$ cat src/rtl/stopwatch_pkg.sv
// Shared encodings for the stopwatch control path: FSM states and button indices.
package stopwatch_pkg;

  localparam int STATE_W = 2;

  typedef enum logic [STATE_W-1:0] {
    ST_IDLE    = 2'b00,
    ST_RUNNING = 2'b01,
    ST_PAUSED  = 2'b10
  } state_e;

  localparam int NUM_BTN   = 3;
  localparam int BTN_START = 0;
  localparam int BTN_STOP  = 1;
  localparam int BTN_RESET = 2;

endpackage

$ cat src/rtl/btn_sync_edge.sv
// Two-flop synchronizer for an asynchronous button level, followed by a
// rising-edge detector that emits one pulse per press regardless of hold time.
module btn_sync_edge (
  input  logic clk,
  input  logic rst,
  input  logic btn_i,
  output logic pulse_o
);

  logic sync1_q, sync2_q, prev_q;

  always_ff @(posedge clk) begin
    if (rst) begin
      sync1_q <= 1'b0;
      sync2_q <= 1'b0;
      prev_q  <= 1'b0;
    end else begin
      sync1_q <= btn_i;
      sync2_q <= sync1_q;
      prev_q  <= sync2_q;
    end
  end

  assign pulse_o = sync2_q & ~prev_q;

endmodule

$ cat src/rtl/stopwatch_ctrl.sv
// Stopwatch control: button conditioning, IDLE/RUNNING/PAUSED FSM and the
// clock divider that produces the one-cycle count_en tick for the seconds counter.
module stopwatch_ctrl
  import stopwatch_pkg::*;
#(
  parameter int unsigned CLK_DIV = 100000000
) (
  input  logic               clk,
  input  logic               rst,
  input  logic               start_btn,
  input  logic               stop_btn,
  input  logic               reset_btn,
  output logic               count_en,
  output logic               count_clr,
  output logic               running,
  output logic [STATE_W-1:0] state
);

  localparam int DIV_W = (CLK_DIV > 1) ? $clog2(CLK_DIV) : 1;
  localparam logic [DIV_W-1:0] DIV_MAX = DIV_W'(CLK_DIV - 1);

  logic [NUM_BTN-1:0] btn_vec;
  logic [NUM_BTN-1:0] pulse;

  assign btn_vec[BTN_START] = start_btn;
  assign btn_vec[BTN_STOP]  = stop_btn;
  assign btn_vec[BTN_RESET] = reset_btn;

  genvar gi;
  generate
    for (gi = 0; gi < NUM_BTN; gi++) begin : g_btn
      btn_sync_edge u_btn (
        .clk     (clk),
        .rst     (rst),
        .btn_i   (btn_vec[gi]),
        .pulse_o (pulse[gi])
      );
    end
  endgenerate

  state_e           state_q, state_d;
  logic [DIV_W-1:0] div_cnt_q, div_cnt_d;
  logic             count_clr_q, count_clr_d;

  always_ff @(posedge clk) begin
    if (rst) begin
      state_q     <= ST_IDLE;
      div_cnt_q   <= '0;
      count_clr_q <= 1'b0;
    end else begin
      state_q     <= state_d;
      div_cnt_q   <= div_cnt_d;
      count_clr_q <= count_clr_d;
    end
  end

  always_comb begin
    state_d     = state_q;
    count_clr_d = 1'b0;
    div_cnt_d   = div_cnt_q;

    // Strict priority: a stop pulse masks a coincident start pulse.
    if (pulse[BTN_RESET]) begin
      state_d     = ST_IDLE;
      count_clr_d = 1'b1;
    end else if (pulse[BTN_STOP]) begin
      if (state_q == ST_RUNNING) state_d = ST_PAUSED;
    end else if (pulse[BTN_START] && (state_q != ST_RUNNING)) begin
      state_d = ST_RUNNING;
    end

    // PAUSED holds the divider so the partial tick interval survives a pause.
    if (state_d == ST_IDLE) begin
      div_cnt_d = '0;
    end else if (state_q == ST_RUNNING) begin
      div_cnt_d = (div_cnt_q == DIV_MAX) ? '0 : div_cnt_q + DIV_W'(1);
    end
  end

  assign running   = (state_q == ST_RUNNING);
  assign count_en  = running && (div_cnt_q == DIV_MAX);
  assign count_clr = count_clr_q;
  assign state     = state_q;

endmodule

$ cat config.mk
export PLATFORM = sky130hd
export DESIGN_NAME = stopwatch_ctrl
export DESIGN_NICKNAME = d
export VERILOG_FILES = /design/src/rtl/stopwatch_pkg.sv /design/src/rtl/btn_sync_edge.sv /design/src/rtl/stopwatch_ctrl.sv
export SDC_FILE = /design/constraint.sdc
export NUM_CORES = 1
export LEC_CHECK = 0
export CORE_UTILIZATION = 58
export DETAILED_ROUTE_END_ITERATION = 16
export PLACE_DENSITY = 0.75
export SYNTH_ARGS = -nofsm -noshare
export SYNTH_HDL_FRONTEND = slang
export SYNTH_SLANG_ARGS = --single-unit
$ cat constraint.sdc
create_clock -name clk -period 2.5 [get_ports clk]
set_input_delay 0.375 -clock clk [delete_from_list [all_inputs] [get_ports clk]]
set_output_delay 0.375 -clock clk [all_outputs]
set_load 0.05 [all_outputs]
# Word-level counts from Yosys, hierarchy flattened
# Cells that the tools add are included.
[word_totals]
ff_bits = 39
inputBits = 5
out_inout_bits = 5
word_cells = 32
[op_classes]
addsub = 1
eq_ne = 3
muxes = 6
bitwise = 6
reduce_logical = 4
[ops]
columns = ["operator", "n"]
rows = [
  ["adder 27 x 1 -> 27 bit (second input constant)", 1],
  ["equality test 27 bit (second input constant)", 1],
  ["2-to-1 mux 27 bit", 1],
  ["2-to-1 mux 2 bit", 4],
  ["AND 1 bit", 3],
  ["inverter 1 bit", 3],
  ["equality test 2 x 1 -> 1 bit (second input constant)", 1],
  ["logical AND 1 bit", 2],
  ["logical NOT 2 bit", 1],
  ["inequality test 2 x 1 -> 1 bit (second input constant)", 1],
  ["OR reduction 2 bit", 1],
  ["2-to-1 mux 1 bit", 1],
]

# Depth between registers and ports, before layout
# Gate-level depths: netlist (run 1).
[depth]
ltp_word = 8
depth_mapped = 6
ltp_nobuf = 5

# Modules after synthesis
# A second synthesis (run 1) with hierarchy kept.
[unflattened]
hier_cells = 193
hier_area_um2 = 1759.2
[modules_own_cells]
columns = ["mod", "n_inst", "cells_each", "area_each_um2", "seq_area_each_um2"]
rows = [
  ["stopwatch_ctrl", 1, 172, 1496.4, 600.6],
  ["btn_sync_edge", 3, 7, 87.6, 60.1],
]

# Worst setup path after synthesis (run 1)
# No wires, ideal clock.
[synth_path]
path_type = "reg2reg"
start = "register state_q[0] (netlist: state[0])"
end = "register div_cnt_q[17]"
setup_ps = 79
arrival_time_ps = 2306
required_time_ps = 2421
slack_ps = 115
path_stages_with_launch = 6
path_buffers = 1
synth_period_minus_slack_ps = 2385
cell_sequence = "dfxtp_1 nand3b_1 or4_1 buf_2 or4_1 a211oi_2"
[synth_via]
elab_chain_len = 7
word_cells_on_any_way = 9
cone_classes = "eq/ne (2); mux (4); reduce/logical (3)"
[synth_lines]
columns = ["item", "line_no", "text"]
rows = [
  ["from (decl)", "stopwatch_ctrl.sv:41", "state_e state_q, state_d;"],
  ["from (signal assigned)", "stopwatch_ctrl.sv:51", "state_q <= state_d;"],
  ["inequality test 2 x 1 -> 1 bit", "stopwatch_ctrl.sv:68", "end else if (pulse[BTN_START] && (state_q != ST_RUNNING)) begin"],
  ["logical AND 1 bit", "stopwatch_ctrl.sv:68", ""],
  ["2-to-1 mux 2 bit", "stopwatch_ctrl.sv:68", ""],
  ["2-to-1 mux 2 bit", "stopwatch_ctrl.sv:66", "end else if (pulse[BTN_STOP]) begin"],
  ["2-to-1 mux 2 bit", "stopwatch_ctrl.sv:63", "if (pulse[BTN_RESET]) begin"],
  ["logical NOT 2 bit", "stopwatch_ctrl.sv:73", "if (state_d == ST_IDLE) begin"],
  ["OR reduction 2 bit (no source line)", "-", ""],
  ["to (signal assigned)", "stopwatch_ctrl.sv:52", "div_cnt_q <= div_cnt_d;"],
  ["to (decl)", "stopwatch_ctrl.sv:42", "logic [DIV_W-1:0] div_cnt_q, div_cnt_d;"],
]
# Parallel ways exist; a longest one is shown, timed or not.
# A chain may end at the register's enable or synchronous reset.

# Final worst setup path (run 1)
[layout_path]
start = "register div_cnt_q[12]"
end = "output port count_en"
[layout_via]
elab_chain_len = 2
[layout_lines]
columns = ["item", "line_no", "text"]
rows = [
  ["equality test 27 bit", "stopwatch_ctrl.sv:81", "assign count_en = running && (div_cnt_q == DIV_MAX);"],
  ["logical AND 1 bit", "stopwatch_ctrl.sv:81", ""],
  ["to (decl)", "stopwatch_ctrl.sv:13", "output logic count_en,"],
]
# No other way between the ends.

==> results.ini, run 1 <==
[timing]
rsz0062_at_grt=yes
timing.final.crit_period_ns=2.51
worst_pin_slew_ns=0.592
finalCritPeriodShare=1.00
holdWs_ns=0.460
finalWorstSetupSlack_ns=-0.00977
finalHoldViolCount=0
finalSetupViolCount=1
slew_viol_final=0
relSlewSlack=0.605
fmax_mhz=398
finalSetupTns_ns=-0.00977
fin_skew_ns=0.00370

[global_routing]
grtUsageTotal=0.244
antenna_found_initial=0
grt_pass1_vias=1416
grt_pass1_wl_mm=6.23
grtUsageMet3=0.0726
met1_usage=0.311
grt_max_degree=28
met2_usage=0.408
grt_busiest_layer=met2
overflow=0

[logic_synthesis]
yosys_warnings=0
syn_avg_cell_area_um2=9.46
syn_area_mm2=0.00175
yosys.area.top_type=dfxtp_1
yosys_register_bits=39
async_reset_ff_frac=0
seq_area_frac_synth=0.446
ys_types=38
synth.top_cell.area_share=0.446
synth_ff_type=dfxtp_1
netlist_top_cells_area=dfxtp_1, or4_1, a211oi_1
synth_edf_count=0
synth_fp_nets=191
syn_inst=185

[route]
ant_nets=0
vias=1417
drt_first_pass_iters=7
drc=0
wl_mm=3.46
drt_iter0_drc=41
vias_per_cell=6.08
wl_per_cell_um=14.9

[floorplanning]
start_util=0.624
ios=10
die-area_mm2=0.00324
coreArea_mm2=0.00281
dieHeight_um=56.9
row_count=19
die_w_um=56.9

[setup_path]
critPathLaunchType=register
required_ns=2.12
worstSetupPathType=reg -> out
cp_max_fo=2
arrival_ns=2.13
crit_path_end_kind=primary output
cp_slowest_cell=or4_4
crit_chain=or4b_1 > or4_4 > nor3_4 > buf_12
cp_slowest_stage_delay_ns=0.55

[cells_and_area]
seq_area_um2=791
fill_cells=234
n_antenna_cell=0
syn_to_final_growth_pct=13.7
mostFrequentLayoutCells=dfxtp_1, nor3_1, nand2_1
final_common_cell=dfxtp_1
layout-drive-gt1-share=0.163
multi_input_area_um2=916
nets=207

[power]
peakVddDrop_uv=525
cellPowerDensity_mw_per_mm2=505
leakage_nw=0.613

[run_status]
violations=setup timing
status=complete, but fails checks

[cts]
clkTransAtPathRegs_ns=0.13
root_buffer=clkbuf_4
clock_latency_ns=0.34
numCtsBuffers=5
htree_levels=2
cts.sinks=39
tritoncts=done
clockBufferDepth=2
holdBufCountCts=0

[placed_design]
port_buffers=9
dp_hpwl_mm=2.38
gp_congestion=0.758

[flow_run]
cap_violations=0

[hold_path]
min_path_type=reg -> reg

==> sequential cells by signal (all words and copies together), names as in the netlist <==
signal / flops
g_btn.u_btn.sync1_q: 3
state: 2
div_cnt_q: 27
g_btn.u_btn.sync2_q: 3
g_btn.u_btn.prev_q: 3
count_clr: 1
==> metrics by stage <==
step / worst slack [ns] / instances / area [um2] / power [mW] / utilization
finish: -0.00977 / 233 / 1990 / 1.00 / 0.709
global route: -0.0919 / 233 / 1990 / 1.05 / 0.709
floorplan: 0.115 / 185 / 1750 / 0.670 / -
detailed placement: 0.169 / 220 / 1870 / 0.684 / 0.665
CTS: -0.0795 / 232 / 1970 / 1.01 / 0.702
global placement: 0.263 / 220 / 1870 / 0.683 / 0.665
==> final timing paths <==
kind,startpoint,end,slack (ns),cells past startpoint
worst min register to register,g_btn[0].u_btn.sync1_q,g_btn[0].u_btn.sync2_q,0.46,1
worst max register to register,div_cnt_q[0],div_cnt_q[26],0.27,5
worst max-delay path,div_cnt_q[12],count_en,-0.01,4
worst min-delay path,g_btn[0].u_btn.sync1_q,g_btn[0].u_btn.sync2_q,0.46,1
==> repair_timing <==
| action | in CTS | in global routing |
|---|---|---|
| setup buffers | 4 | 1 |
| setup endpoints to repair | 1 | 6 |
| gates resized for setup | 7 | 4 |
| pin swaps | 3 | 1 |
==> final cells by class <==
| type | count | area share |
|---|---|---|
| tap | 31 | 0.0195 |
| clock inverter | 3 | 0.0126 |
| timing repair buffer | 17 | 0.0818 |
| multi-input combinational | 133 | 0.460 |
| clock buffer | 5 | 0.0189 |
| inverter | 5 | 0.00943 |
| sequential | 39 | 0.397 |
==> kinds of logic after synthesis <==
| kind of cell | count (synthesis) | share of synthesized area |
|---|---|---|
| AND/OR/NAND/NOR | 86 | 0.300 |
| AO/OA/AOI/OAI | 33 | 0.144 |
| buffers and inverters | 13 | 0.0372 |
| flip-flops | 39 | 0.446 |
| adder cells (fa/ha/maj) | 1 | 0.00715 |
| multiplexers | 1 | 0.00572 |
| XOR/XNOR | 12 | 0.0600 |
==> power by group <==
group	switching, mW	internal (mW)	total, mW
sequential	0.00318	0.627	0.630
combinational	0.0220	0.0167	0.0386
clock	0.222	0.113	0.335
==> per-layer routing <==
layer | vias up | routed length, um
met3 | 3 | 116
met1 | 660 | 1680
met2 | 27 | 1650
met4 | 0 | 12
li1 | 727 | -
met5 | - | 0
==> worst max-delay path: cells and delay by family, from the launching register on <==
kind	cells	cell delay, ns
buffers and inverters	1	0.17
flip-flops	1	0.34
AND/OR/NAND/NOR	3	1.28
==> cells in the mapped netlist (3+ instances only) <==
library cell / n
nor2b_1: 11
clkbuf_1: 3
nor2_1: 4
nor3_1: 13
nand2_1: 12
or3_1: 7
nand4_1: 5
or4_1: 12
o21ai_0: 7
nand3_1: 6
dfxtp_1: 39
o31ai_1: 8
a211oi_1: 10
a211oi_2: 4
xnor2_1: 8
inv_1: 5
xor2_1: 4
(Power assumes the default switching activity.)
==> run 2, diff against run 1 <==
- clock period: 2.5 -> 2.45 ns (I/O delays scaled with it)
==> results.ini, run 2 (synthesized netlist as in run 1, its figures left out) <==
[cells_and_area]
mostFrequentLayoutCells=dfxtp_1, nor3_1, nand2_1
largest_register_ffs=27
regMostFlops=div_cnt_q
nets=207
syn_to_final_growth_pct=13.2
final_common_cell=dfxtp_1
layout-drive-gt1-share=0.144
fill_cells=234
n_antenna_cell=0
stdcell_count=233

[timing]
holdWs_ns=0.454
rsz0062_at_grt=yes
timing.final.crit_period_ns=2.47
finalSetupTns_ns=-0.0214
fin_skew_ns=0.0116
slew_viol_final=0
fmax_mhz=405
worst_pin_slew_ns=0.595
finalWorstSetupSlack_ns=-0.0214
finalCritPeriodShare=1.01
finalHoldViolCount=0
relSlewSlack=0.603
finalSetupViolCount=1

[run_status]
violations=setup timing
status=complete, but fails checks

[setup_path]
critPathLaunchType=register
worstSetupPathType=reg -> out
arrival_ns=2.10
required_ns=2.08
r2r_slack_ns=0.11
cp_max_fo=2
crit_path_end_kind=primary output
r2r_end=div_cnt_q[20]
reg2regPathDepth=6
r2r-start=div_cnt_q[0]

[cts]
root_buffer=clkbuf_4
numCtsBuffers=5
clkTransAtPathRegs_ns=0.12
htree_levels=2
tritoncts=done
clock_latency_ns=0.35
cts.sinks=39
clockBufferDepth=2

[route]
drc=0
vias_per_cell=6.09
drt_first_pass_iters=4
drt_iter0_drc=77
vias=1420
wl_mm=3.49
ant_nets=0
wl_per_cell_um=15.0

[hold_path]
holdPathStages=1
hold_start=g_btn[0].u_btn.sync1_q
min_path_type=reg -> reg
whs_endpoint=g_btn[0].u_btn.sync2_q

[floorplanning]
coreArea_mm2=0.00281
die-area_mm2=0.00324
start_util=0.624
dieHeight_um=56.9
die_w_um=56.9
row_count=19
ios=10

[power]
seqPwrFrac=0.622
power.internal_uw=799
leakage_nw=0.610
pwr-share-comb=0.038
peakVddDrop_uv=440
switching_power_uw=236
clock_power_share=0.340
cellPowerDensity_mw_per_mm2=523
switching_share=0.228

[global_routing]
overflow=0
antenna_found_initial=0
grt_pass1_vias=1376
grt_pass1_wl_mm=5.91
grt_max_degree=28
grtUsageTotal=0.238

[flow_run]
cap_violations=0

[placed_design]
placedCellCount=222
dp_hpwl_mm=2.35
port_buffers=9
gp_congestion=0.796

## run 2: cell types whose count changed in the layout (fill, tap and decap cells not counted)
cell      delta
dfxtp_1      +2
dfxtp_4      -1
dfxtp_2      -1
clkinv_4     -1
clkbuf_8     +1
or4_1        +2
or4_4        -2
## run 2: power by group through the flow
stage | clock, mW | sequential, mW | combinational [mW]
finish | 0.352 | 0.644 | 0.0392
global route | 0.390 | 0.646 | 0.0425
CTS | 0.365 | 0.645 | 0.0394
detailed placement | 0 | 0.659 | 0.0393
global placement | 0 | 0.658 | 0.0385
floorplan | 0 | 0.663 | 0.0207
## run 2: worst max-delay path by stage
| stage | slack [ns] | cells past startpoint | end | start |
|---|---|---|---|---|
| after CTS | -0.09 | 4 | count_en | div_cnt_q[12] |
| final | -0.02 | 4 | count_en | div_cnt_q[11] |
| after detailed placement | 0.13 | 6 | div_cnt_q[20] | div_cnt_q[0] |
| after global placement | 0.28 | 5 | div_cnt_q[26] | div_cnt_q[0] |
| after floorplan | 0.07 | 5 | div_cnt_q[17] | state[0] |
| after global routing | -0.10 | 4 | count_en | div_cnt_q[11] |
## run 2: what timing repair did
item	CTS	global route
setup endpoints to repair	1	2
hold buffers	0	0
cloned	0	0
pin swaps	3	2
resized for setup	5	1
buffers inserted	3	0
## run 2: area by class of cell
type / instances / area, um2 / area share
timing repair buffer: 17 / 163 / 0.0821
inverter: 5 / 18.8 / 0.00947
clock buffer: 6 / 51.3 / 0.0259
sequential: 39 / 786 / 0.396
tap: 31 / 38.8 / 0.0196
multi-input combinational: 133 / 908 / 0.458
clock inverter: 2 / 16.3 / 0.00821
## run 2: critical path: stages, from the launching register on
cell     delay (ns)
dfxtp_2        0.34
or4b_1         0.51
or4_4          0.54
nor3_4         0.19
buf_12         0.17
## run 2: layer usage
metal	track usage	routed length (um)
met2	0.403	1680
met1	0.283	1650
met5	0	0
met3	0.0612	92
met4	0.111	62
## run 2: per-stage QoR
stage               setup WS (ns)  utilization  instance area [um2]  power, mW
finish                    -0.0214        0.707                 1980       1.04
global route               -0.100        0.707                 1980       1.08
CTS                       -0.0886        0.706                 1980       1.05
detailed placement          0.130        0.670                 1880      0.698
global placement            0.284        0.670                 1880      0.697
floorplan                  0.0650            -                 1750      0.683
==> run 3, diff against run 2 <==
- CTS_CLUSTER_DIAMETER: default -> 50
==> results of run 3 <==
Final layout, timing and power as in run 2 (identical DEF).
